## config.mk

```make
export PLATFORM = sky130hd
export DESIGN_NAME = loop_seq_ctrl
export DESIGN_NICKNAME = d
export VERILOG_FILES = /design/src/rtl/loop_seq_ctrl.sv
export SDC_FILE = /design/constraint.sdc
export NUM_CORES = 1
export LEC_CHECK = 0
export ABC_AREA = 1
export BUFFER_PORTS_ARGS = -buffer_cell sky130_fd_sc_hd__buf_4
export CAP_MARGIN = 20
export CORE_MARGIN = 10
export CORE_UTILIZATION = 45
export CTS_CLUSTER_DIAMETER = 40
export DETAILED_ROUTE_END_ITERATION = 8
export GPL_TIMING_DRIVEN = 0
export HOLD_SLACK_MARGIN = 0.12
export PLACE_DENSITY = 0.66
export SLEW_MARGIN = 20
export SYNTH_ARGS = -nofsm -noshare
export SYNTH_HDL_FRONTEND = slang
export SYNTH_SLANG_ARGS = --single-unit
```

## constraint.sdc

```tcl
create_clock -name clk -period 7.24 [get_ports clk]
set_input_delay 0.724 -clock clk [delete_from_list [all_inputs] [get_ports clk]]
set_output_delay 0.724 -clock clk [all_outputs]
set_load 0.02 [all_outputs]
```

## src/rtl/loop_seq_ctrl.sv

```systemverilog
// Two-level rows x cols loop sequencer driving an outer and an inner counter via 2-bit load codes.
// Optional `LOOP_SEQ_ABORT_EN adds an abort input that clears both counters and ends the run.
module loop_seq_ctrl #(
    parameter int unsigned WIDTH = 16
) (
    input  logic             clk,
    input  logic             rst,
    input  logic             start,
    input  logic [WIDTH-1:0] rows,
    input  logic [WIDTH-1:0] cols,
    input  logic             stall,
`ifdef LOOP_SEQ_ABORT_EN
    input  logic             abort,
`endif
    output logic [1:0]       row_load,
    output logic [1:0]       col_load,
    output logic [WIDTH-1:0] row_idx,
    output logic [WIDTH-1:0] col_idx,
    output logic             step_valid,
    output logic             last,
    output logic             busy,
    output logic             done
);

    localparam logic [1:0] LdHold = 2'd0;
    localparam logic [1:0] LdInc  = 2'd1;
    localparam logic [1:0] LdClr  = 2'd2;

    typedef enum logic [1:0] {StIdle, StClear, StRun, StDone} state_e;

    state_e           state_q, state_d;
    logic [WIDTH-1:0] rows_q, rows_d;
    logic [WIDTH-1:0] cols_q, cols_d;
    logic [WIDTH-1:0] rows_m1, cols_m1;
    logic             abort_req;

`ifdef LOOP_SEQ_ABORT_EN
    assign abort_req = abort;
`else
    assign abort_req = 1'b0;
`endif

    // Zero dims never reach RUN, so these never underflow where they are used.
    assign rows_m1 = rows_q - WIDTH'(1);
    assign cols_m1 = cols_q - WIDTH'(1);

    always_comb begin
        state_d    = state_q;
        rows_d     = rows_q;
        cols_d     = cols_q;
        row_load   = LdHold;
        col_load   = LdHold;
        step_valid = 1'b0;
        last       = 1'b0;
        busy       = 1'b0;
        done       = 1'b0;
        case (state_q)
            StIdle: begin
                if (start) begin
                    rows_d  = rows;
                    cols_d  = cols;
                    state_d = (rows == '0 || cols == '0) ? StDone : StClear;
                end
            end
            StClear: begin
                busy     = 1'b1;
                row_load = LdClr;
                col_load = LdClr;
                state_d  = abort_req ? StDone : StRun;
            end
            StRun: begin
                busy = 1'b1;
                if (abort_req) begin
                    row_load = LdClr;
                    col_load = LdClr;
                    state_d  = StDone;
                end else if (!stall) begin
                    step_valid = 1'b1;
                    if (col_idx != cols_m1) begin
                        col_load = LdInc;
                    end else if (row_idx != rows_m1) begin
                        col_load = LdClr;
                        row_load = LdInc;
                    end else begin
                        last     = 1'b1;
                        col_load = LdClr;
                        row_load = LdClr;
                        state_d  = StDone;
                    end
                end
            end
            StDone: begin
                done    = 1'b1;
                state_d = StIdle;
            end
            default: state_d = StIdle;
        endcase
    end

    always_ff @(posedge clk or posedge rst) begin
        if (rst) begin
            state_q <= StIdle;
            rows_q  <= '0;
            cols_q  <= '0;
        end else begin
            state_q <= state_d;
            rows_q  <= rows_d;
            cols_q  <= cols_d;
        end
    end

    // Mirrors follow exactly the codes sent to the external counters.
    always_ff @(posedge clk or posedge rst) begin
        if (rst) begin
            row_idx <= '0;
            col_idx <= '0;
        end else begin
            case (row_load)
                LdInc:   row_idx <= row_idx + WIDTH'(1);
                LdClr:   row_idx <= '0;
                default: row_idx <= row_idx;
            endcase
            case (col_load)
                LdInc:   col_idx <= col_idx + WIDTH'(1);
                LdClr:   col_idx <= '0;
                default: col_idx <= col_idx;
            endcase
        end
    end

endmodule

```

==> reports/summary.txt, run 1 <==
Clock transition at path regs - 0.08 ns
Maximum fanout along the worst path - 6
DPL Wire Length - 11500 microns
Setup crit end kind - flop
Post-layout util - 54.5%
Die footprint - 0.0156 sq mm
Die Height - 125 microns
Initial antenna violation count - 0
PostCTS Resize Cnt - 0
Wire length of the first global-routing pass - 23300 microns
Clk_lat worst skew - 0.36 ns
Worst-Margin Slew - 0.709 ns
Global route total overflow - 0
Cell Count, Final, Fillers Out - 930
Pre-CTS setup slack - 3.51 ns
Min-delay worst type - in2async
Bufs on Longest Clock Path - 2
Total power - 0.00195 W
Mapped Nets - 746
Seq/Total Area, Yosys - 33.4%
Routed len/inst - 15.0 microns
Vias - 4810
Post-CTS Repair Setup Buffers - 0
RD Place Congestion - 0.929
Status - finished, final reports clean
PnR worst setup slack - 3.43 ns
CTS root buf - clkbuf_8
RSZ-0062 raised after global routing - no
Ys Warns - 0
Post-DRT Antenna Nets - 0
Vias per cell - 5.17
Clock sinks - 66
Setup violators final - 0
Clock skew - 0.0150 ns
Max-Cap Viols - 0
Worst IR drop on VDD - 0.228 mV
Core area - 0.0108 sq mm
CP Class - reg2reg
Initial DRC Count - 293
Fmax - 0.263 GHz
# rows - 38
FF+latch count, synth - 66
Slew headroom - 52.3%
H-tree lvl count - 3
Port bufs - 75
Period utilisation layout - 52.6%
Drt drc - 0
Area Overhead vs Synth - 19.0%
Ant diodes - 0
IO Count - 76
Mapped Area - 0.00494 sq mm
Distinct cell type count after synthesis - 40
Placed cell count - 915
Slew Viols, Final - 0
Final nets - 833
DR pass1 iterations - 5
PwrDens - 333 mW/mm^2
Synth Instances - 699
Detailed Route WL - 14000 microns
# hold bufs at CTS - 0
Setup TNS - 0 ns
Final Hold Vio Count - 0
Share of post-route cells with drive strength above 1 - 21.9%
LEAKAGE - 2.92 nW
CTS tree - done
Minimum clock period - 3.81 ns
Fillers - 1075
Startpoint types - flop
Initial Utilization - 45.8%
Syn avg cell area - 7.07 sq um
Total track usage - 17.9%
Arr. time, crit path - 4.03 ns
Critical Path RT - 7.47 ns
Largest net degree at the start of global routing - 46
Die Span X - 125 microns
Num CTS Buffers - 9
Vias in the first global route - 4638
-- power breakdown --
part	internal (W)	total, W	switching (W)
registers	0.000486	0.000652	0.000166
clock network	0.000141	0.000286	0.000145
logic	0.000390	0.00102	0.000627
total	0.00102	0.00195	0.000938
-- synth_stat cells (all sizes together) --
master,count,share of area [%]
buf,4,0.48
a21oi,37,3.7
nand3b,5,0.84
or2,2,0.25
clkinv,1,0.076
dfrtp,66,33
xor2,14,2.5
and3,2,0.25
nor3b,1,0.15
a41oi,1,0.18
inv,100,7.6
nand4,14,1.8
o211ai,1,0.15
a31oi,1,0.13
nor3,20,2.4
clkbuf,4,0.30
nand2,182,15
xnor2,15,2.7
nor2,110,11
o21ai,28,2.9
nor4,11,1.4
nand3,50,6.1
mux2,17,3.9
a22oi,1,0.15
ha,11,2.8
a211oi,1,0.15
-- flip-flops by register name, indices dropped and copies added, names as in the netlist --
signal	count
col_idx	16
cols_q	16
row_idx	16
rows_q	16
state_q	2
-- critical path, stage by stage (launching register included) --
cell and delay (ns):
dfrtp_1 0.36, inv_1 0.08, ha_1 0.31, xnor2_1 0.13, nor3_1 0.47, nand3_1 0.13, nor2_1 0.14, nand4_1 0.10
nor2_1 0.13, nand3_1 0.14, inv_1 0.08, o21ai_1 0.06, ha_1 0.42, nor3_1 0.31, nand2_1 0.12, nor2_1 0.16
nand2_1 0.12, nor2_1 0.14, inv_1 0.07, o21ai_0 0.15, a21oi_1 0.05
-- kinds of logic (layout without fill, tap and decap cells) --
group / Yosys count / in the layout / share of synthesized area [%]
adders and majority gates: 11 / 11 / 2.79
buffers and inverters: 109 / 200 / 8.46
and+or+nand+nor: 397 / 397 / 38.9
muxes: 17 / 17 / 3.88
xor gates and xnor gates: 29 / 29 / 5.14
AOI/OAI and AO/OA: 70 / 70 / 7.42
DFF: 66 / 66 / 33.4
-- final cells by class --
type / instances / area (sq um) / share of cell area, %
inverter: 101 / 382 / 6.49
clock buffer: 13 / 159 / 2.70
sequential: 66 / 1650 / 28.1
multi-input combinational: 524 / 2870 / 48.8
buffer: 8 / 38.8 / 0.660
clock inverter: 2 / 12.5 / 0.213
tap: 140 / 175 / 2.98
timing repair buffer: 76 / 591 / 10.0
-- per-stage QoR --
step                hold WS [ns]  cell area [sq um]
CTS                        0.336               5880
global placement           0.514               5680
global route               0.346               5880
detailed placement         0.527               5710
finish                     0.327               5880
floorplan                  0.489               4940
-- metal layers --
metal  wire, microns  global-route usage [%]
met1            6780                    25.4
met2            6020                    26.0
met5               0                       0
met4             159                    4.73
met3            1020                    4.60
-- path summary, 6_finish.rpt --
path | start | to | slack (ns) | depth (start not counted)
setup reg to reg | cols_q[0] | row_idx[8] | 3.43 | 20
hold / removal | rst | col_idx[8] | 0.33 | 2
hold reg to reg | cols_q[15] | cols_q[15] | 0.54 | 1
max in group asynchronous | rst | rows_q[8] | 6.37 | 3
min in group clk | cols_q[15] | cols_q[15] | 0.54 | 1
setup / recovery | cols_q[0] | row_idx[8] | 3.43 | 20
-- layout by cell type, fill, tap and decap left out, drive strengths merged --
cell / instances
nand2: 182
a21oi: 37
a31oi: 1
nand3: 50
nor3b: 1
clkinvlp: 1
xor2: 14
nor4: 11
nor3: 20
or2: 2
a211oi: 1
clkinv: 2
xnor2: 15
ha: 11
a22oi: 1
o21ai: 28
mux2: 17
a41oi: 1
o211ai: 1
nor2: 110
inv: 100
clkbuf: 17
nand4: 14
nand3b: 5
and3: 2
buf: 80
dfrtp: 66
No activity file was read; power rests on OpenSTA's default activity.
==> inputs of run 2 (changes only) <==
--- a/config.mk
+++ b/config.mk
@@ -14,7 +14,7 @@
 export DETAILED_ROUTE_END_ITERATION = 8
 export GPL_TIMING_DRIVEN = 0
 export HOLD_SLACK_MARGIN = 0.12
-export PLACE_DENSITY = 0.66
+export PLACE_DENSITY = 0.68
 export SLEW_MARGIN = 20
 export SYNTH_ARGS = -nofsm -noshare
 export SYNTH_HDL_FRONTEND = slang
==> constraint.sdc (replaced) <==
create_clock -name clk -period 3 [get_ports clk]
set_input_delay 0.3 -clock clk [delete_from_list [all_inputs] [get_ports clk]]
set_output_delay 0.3 -clock clk [all_outputs]
set_load 0.02 [all_outputs]
==> reports/summary.txt, run 2 (synthesis gave the netlist of run 1 again) <==
Worst R2R End - row_idx[4]
Num CTS Buffers - 9 (unchanged)
Crit path to - row_idx[4]
CP Class - reg2reg
H-tree lvl count - 3 (unchanged)
Worst-Margin Slew - 0.749 ns (+0.0395 ns)
Total track usage - 18.8% (+0.95 points)
LEAKAGE - 3.13 nW (+7.3%)
Bufs on Longest Clock Path - 2 (unchanged)
Critical Path RT - 3.25 ns (-4.22 ns)
Period utilisation layout - 102% (+50 points)
Global route total overflow - 0 (unchanged)
Routed len/inst - 15.6 microns (+4.0%)
Reg2Reg Depth - 19 (-5.0%)
RD Place Congestion - 0.927 (-0.27%)
Die Span X - 125 microns (unchanged)
Detailed Route WL - 15000 microns (+7.4%)
Core area - 0.0108 sq mm (unchanged)
Clock sinks - 66 (unchanged)
PnR worst setup slack - -0.0729 ns (-3.51 ns)
Startpoint types - flop
Vias per cell - 5.23 (+1.2%)
Arr. time, crit path - 3.33 ns (-0.70 ns)
Commonest non-fill, non-tap cell in the layout - nand2_1
Largest net degree at the start of global routing - 47 (+2.2%)
Wire length of the first global-routing pass - 24400 microns (+4.8%)
Initial DRC Count - 331 (+13%)
Reg-to-Reg Start - cols_q[1]
Clock skew - 0.0127 ns (-0.00228 ns)
Delay-heaviest family, CP - simple AND/OR/NAND/NOR gates
Post-DRT Antenna Nets - 0 (unchanged)
Drt drc - 0 (unchanged)
WP buf/inv - 5 (+2)
Vias - 5030 (+4.6%)
Setup crit end kind - flop
Fmax - 0.325 GHz (+24%)
Setup violators final - 4 (+4)
Failing checks - negative setup slack
Placed cell count - 915 (unchanged)
PwrDens - 842 mW/mm^2 (+150%)
Area Overhead vs Synth - 31.3%
Vias in the first global route - 4855 (+4.7%)
Most frequent cells in the layout - 154 x nand2_1, 107 x buf_4, 79 x inv_1
CTS tree - done
Crit-path max cell delay - 0.39 ns (-0.08 ns)
Slew Viols, Final - 0 (unchanged)
WP depth - 19 (-5.0%)
Die footprint - 0.0156 sq mm (unchanged)
Ant diodes - 0 (unchanged)
Initial antenna violation count - 0 (unchanged)
Cell Count, Final, Fillers Out - 961 (+3.3%)
Status - finished with violations
DR pass1 iterations - 5 (unchanged)
Slew headroom - 50.1% (-2.2 points)
Final nets - 864 (+3.7%)
RSZ-0062 raised after global routing - yes
CTS root buf - clkbuf_8
Minimum clock period - 3.07 ns (-0.735 ns)
Clk_lat worst skew - 0.37 ns (about the same)
Most Frequent Cell on Critical Path - buf_4
Initial Utilization - 45.8% (unchanged)
Worst IR drop on VDD - 0.483 mV (+110%)
IO Count - 76 (unchanged)
Maximum fanout along the worst path - 4 (-2)
Final Hold Vio Count - 0 (unchanged)
DPL Wire Length - 11600 microns (+0.63%)
Clock transition at path regs - 0.07 ns (about the same)
Crit path from - cols_q[1]
Max-Cap Viols - 0 (unchanged)
Die Height - 125 microns (unchanged)
# rows - 38 (unchanged)
Worst R2R Setup Slack - -0.07 ns (-3.51 ns)
Port bufs - 75 (unchanged)
Share of post-route cells with drive strength above 1 - 34.2% (+12 points)
CP max stage cell - dfrtp_1
Min-delay worst type - in2reg
Hold path cells - 2
Post-layout util - 60.1% (+5.6 points)
Critical path cell sequence - inv_2, ha_4, xnor2_2, xor2_1, buf_4, nand3_2, nor2_2, nand3_2, nor2_2, nand3_1, nand2_2, ha_4, nor3_4, nand2_2, buf_4, buf_4, buf_4, o21ai_1, a21oi_1
run 2: layout make-up:
cell class / instances / area [sq um]
inverters: 101 / 387
flip-flops and latches: 66 / 1660
repair buffers: 107 / 826
plain buffers: 8 / 45.0
clock inverters: 6 / 82.6
well taps: 140 / 175
multi-input cells: 524 / 3190
clock buffers: 9 / 124
fillers: 985 / 4310
run 2: per-stage QoR:
step	worst slack (ns)	hold WS [ns]	area, sq um	power (W)	TNS, ns
4_1_cts	-0.0178	0.157	6250	0.00522	-0.0188
2_1_floorplan	0.0177	0.451	4960	0.00334	0
6_report	-0.0729	0.173	6490	0.00546	-0.191
3_5_place_dp	-0.589	0.286	5730	0.00406	-8.19
5_1_grt	-0.284	0.167	6490	0.00591	-2.85
3_3_place_gp	-0.536	0.516	5700	0.00398	-7.95
run 2: repair_timing:
item,in CTS,in global routing
endpoints found under the hold margin,20,0
hold buffers,1,0
setup endpoints to repair,26,25
gates resized for setup,44,58
setup buffers,19,11
pin swaps,29,32
run 2: worst min-delay path by stage:
stage                     startpoint          to  slack, ns
after floorplan             cols[10]  cols_q[10]       0.45
after global placement    cols_q[15]  cols_q[15]       0.52
after detailed placement         rst  col_idx[2]       0.29
after CTS                   rows[14]  rows_q[14]       0.16
after global routing        rows[14]  rows_q[14]       0.17
final                       rows[14]  rows_q[14]       0.17
run 2: routing by layer:
layer	vias to the layer above	global-route usage, %	part of all wire, %
met5	-	0	0
met4	0	6.03	1.5
met3	21	4.60	7.2
met2	137	28.6	45
met1	2388	25.5	46
li1	2484	-	-
run 2: power breakdown:
group | internal [W] | switching, W | total (W)
clock network | 0.000458 | 0.000366 | 0.000824
logic | 0.00128 | 0.00174 | 0.00302
registers | 0.00118 | 0.000435 | 0.00162
==> inputs of run 3 (changes only) <==
--- a/config.mk
+++ b/config.mk
@@ -15,6 +15,7 @@
 export GPL_TIMING_DRIVEN = 0
 export HOLD_SLACK_MARGIN = 0.12
 export PLACE_DENSITY = 0.68
+export SKIP_CTS_REPAIR_TIMING = 1
 export SLEW_MARGIN = 20
 export SYNTH_ARGS = -nofsm -noshare
 export SYNTH_HDL_FRONTEND = slang
==> reports/summary.txt, run 3 (synthesis gave the netlist of run 1 again) <==
Drt drc - 0 (unchanged)
# rows - 38 (unchanged)
PwrDens - 831 mW/mm^2 (-1.2%)
Commonest non-fill, non-tap cell in the layout - nand2_1
Slew Viols, Final - 0 (unchanged)
Post-DRT Antenna Nets - 0 (unchanged)
WP buf/inv - 3 (-2)
Final Hold Vio Count - 0 (unchanged)
Period utilisation layout - 103% (+0.78 points)
Most Frequent Cell on Critical Path - inv_2
LEAKAGE - 3.09 nW (-1.4%)
Detailed Route WL - 14700 microns (-2.0%)
Reg-to-Reg Start - cols_q[0]
Area Overhead vs Synth - 29.3%
Critical path cell sequence - inv_2, ha_4, xnor2_2, nor3_2, nand3_1, nor2_1, nand4_1, nor2_2, nand3_2, nand2_2, ha_4, nor2_4, nand3_2, inv_2, nand2_2, nor2_2, inv_2, nor3_2, o21ai_1, a21oi_1
Core area - 0.0108 sq mm (unchanged)
Startpoint types - flop
Initial antenna violation count - 0 (unchanged)
Pre-CTS setup slack - -0.589 ns (unchanged)
Max-Cap Viols - 0 (unchanged)
Worst IR drop on VDD - 0.513 mV (+6.1%)
Vias - 4982 (-0.95%)
Hold Startpoint - rows[14]
Fillers - 994 (+0.91%)
WHS Endpoint - rows_q[14]
Total track usage - 18.2% (-0.59 points)
Slew headroom - 46.1% (-4.0 points)
Global route total overflow - 0 (unchanged)
Die Span X - 125 microns (unchanged)
Minimum clock period - 3.10 ns (+0.0235 ns)
Post-layout util - 59.2% (-0.94 points)
Vias per cell - 5.22 (-0.33%)
Status - finished with violations
Final nets - 858 (-0.69%)
Clock sinks - 66 (unchanged)
Num CTS Buffers - 9 (unchanged)
CP Class - reg2reg
Port bufs - 75 (unchanged)
Total power - 0.00531 W (-2.8%)
Worst-Margin Slew - 0.801 ns (+0.0521 ns)
CTS tree - done
CTS root buf - clkbuf_8
Vias in the first global route - 4645 (-4.3%)
Most frequent cells in the layout - 161 x nand2_1, 101 x buf_4, 81 x inv_1
Worst R2R End - col_idx[13]
Crit-path max cell delay - 0.40 ns (about the same)
Initial DRC Count - 292 (-12%)
Wire length of the first global-routing pass - 23600 microns (-3.2%)
PnR worst setup slack - -0.0964 ns (-0.0235 ns)
Setup crit end kind - flop
Ant diodes - 0 (unchanged)
Bufs on Longest Clock Path - 2 (unchanged)
Initial Utilization - 45.8% (unchanged)
Die Height - 125 microns (unchanged)
Placed Area - 0.00573 sq mm (unchanged)
Setup violators final - 8 (+4)
Clk_lat worst skew - 0.38 ns (about the same)
Arr. time, crit path - 3.40 ns (+0.07 ns)
H-tree lvl count - 3 (unchanged)
Clock skew - 0.0142 ns (+0.00149 ns)
IO Count - 76 (unchanged)
Fmax - 0.323 GHz (-0.76%)
Failing checks - negative setup slack
RD Place Congestion - 0.927 (unchanged)
Min-delay worst type - in2reg
Clock transition at path regs - 0.08 ns (about the same)
Design Area, Final - 0.00638 sq mm (-1.6%)
DPL Wire Length - 11600 microns (unchanged)
Share of post-route cells with drive strength above 1 - 31.7% (-2.6 points)
Largest net degree at the start of global routing - 47 (unchanged)
Hold path cells - 2 (unchanged)
Maximum fanout along the worst path - 6 (+2)
DR pass1 iterations - 5 (unchanged)
Delay-heaviest family, CP - simple AND/OR/NAND/NOR gates
Critical Path RT - 3.31 ns (+0.06 ns)
CP max stage cell - dfrtp_1
Die footprint - 0.0156 sq mm (unchanged)
Worst R2R Setup Slack - -0.1 ns (-0.02 ns)
Routed len/inst - 15.4 microns (-1.4%)
Reg2Reg Depth - 20 (+1)
RSZ-0062 raised after global routing - yes
[run 3: changes by cell type in the layout (fill, tap and decap cells not counted), moves of 3 or more]
cell	before	now
nand2_1	154	161
dfrtp_1	60	64
nor2_1	68	71
dfrtp_2	6	2
buf_4	107	101
nand2_2	25	18
o21ai_0	16	19
[run 3: power by group]
part	internal, W	switching, W
logic	0.00120	0.00168
clock network	0.000458	0.000369
registers	0.00117	0.000423
[run 3: how the worst max path moves through the flow]
stage	end	from	depth (start not counted)
floorplan	row_idx[8]	rows_q[0]	20
global placement	col_idx[11]	cols_q[0]	21
detailed placement	col_idx[13]	cols_q[0]	20
CTS	col_idx[11]	cols_q[0]	21
global route	col_idx[14]	cols_q[1]	20
finish	col_idx[13]	cols_q[0]	20
[run 3: per-stage QoR]
stage | setup TNS, ns | hold WS (ns) | instances
after floorplan | 0 | 0.451 | 699
after global placement | -7.95 | 0.516 | 914
after detailed placement | -8.19 | 0.286 | 915
after CTS | -9.11 | -0.117 | 930
after global routing | -3.70 | 0.167 | 955
final | -0.344 | 0.167 | 955
[run 3: routing by layer]
layer,up-vias,part of all wire (%),track usage [%]
met4,0,1.5,6.03
met3,19,5.6,4.04
met5,-,0,0
met2,138,45,26.8
li1,2467,-,-
met1,2358,48,25.6
[run 3: final cells by class]
cell class / count / area (sq um) / share of cell area [%]
Inverter: 101 / 387 / 6.06
Sequential cell: 66 / 1650 / 25.9
Multi-Input combinational cell: 524 / 3140 / 49.1
Timing Repair Buffer: 101 / 785 / 12.3
Buffer: 8 / 41.3 / 0.647
Clock buffer: 9 / 124 / 1.94
Clock inverter: 6 / 82.6 / 1.29
Tap cell: 140 / 175 / 2.74
[run 3: worst register-to-register path: stages, from the launching register on]
cell	delay [ns]
dfrtp_1	0.40
inv_2	0.10
ha_4	0.21
xnor2_2	0.13
nor3_2	0.26
nand3_1	0.11
nor2_1	0.12
nand4_1	0.13
nor2_2	0.15
nand3_2	0.10
nand2_2	0.12
ha_4	0.26
nor2_4	0.13
nand3_2	0.10
inv_2	0.07
nand2_2	0.06
nor2_2	0.13
inv_2	0.06
nor3_2	0.17
o21ai_1	0.09
a21oi_1	0.12
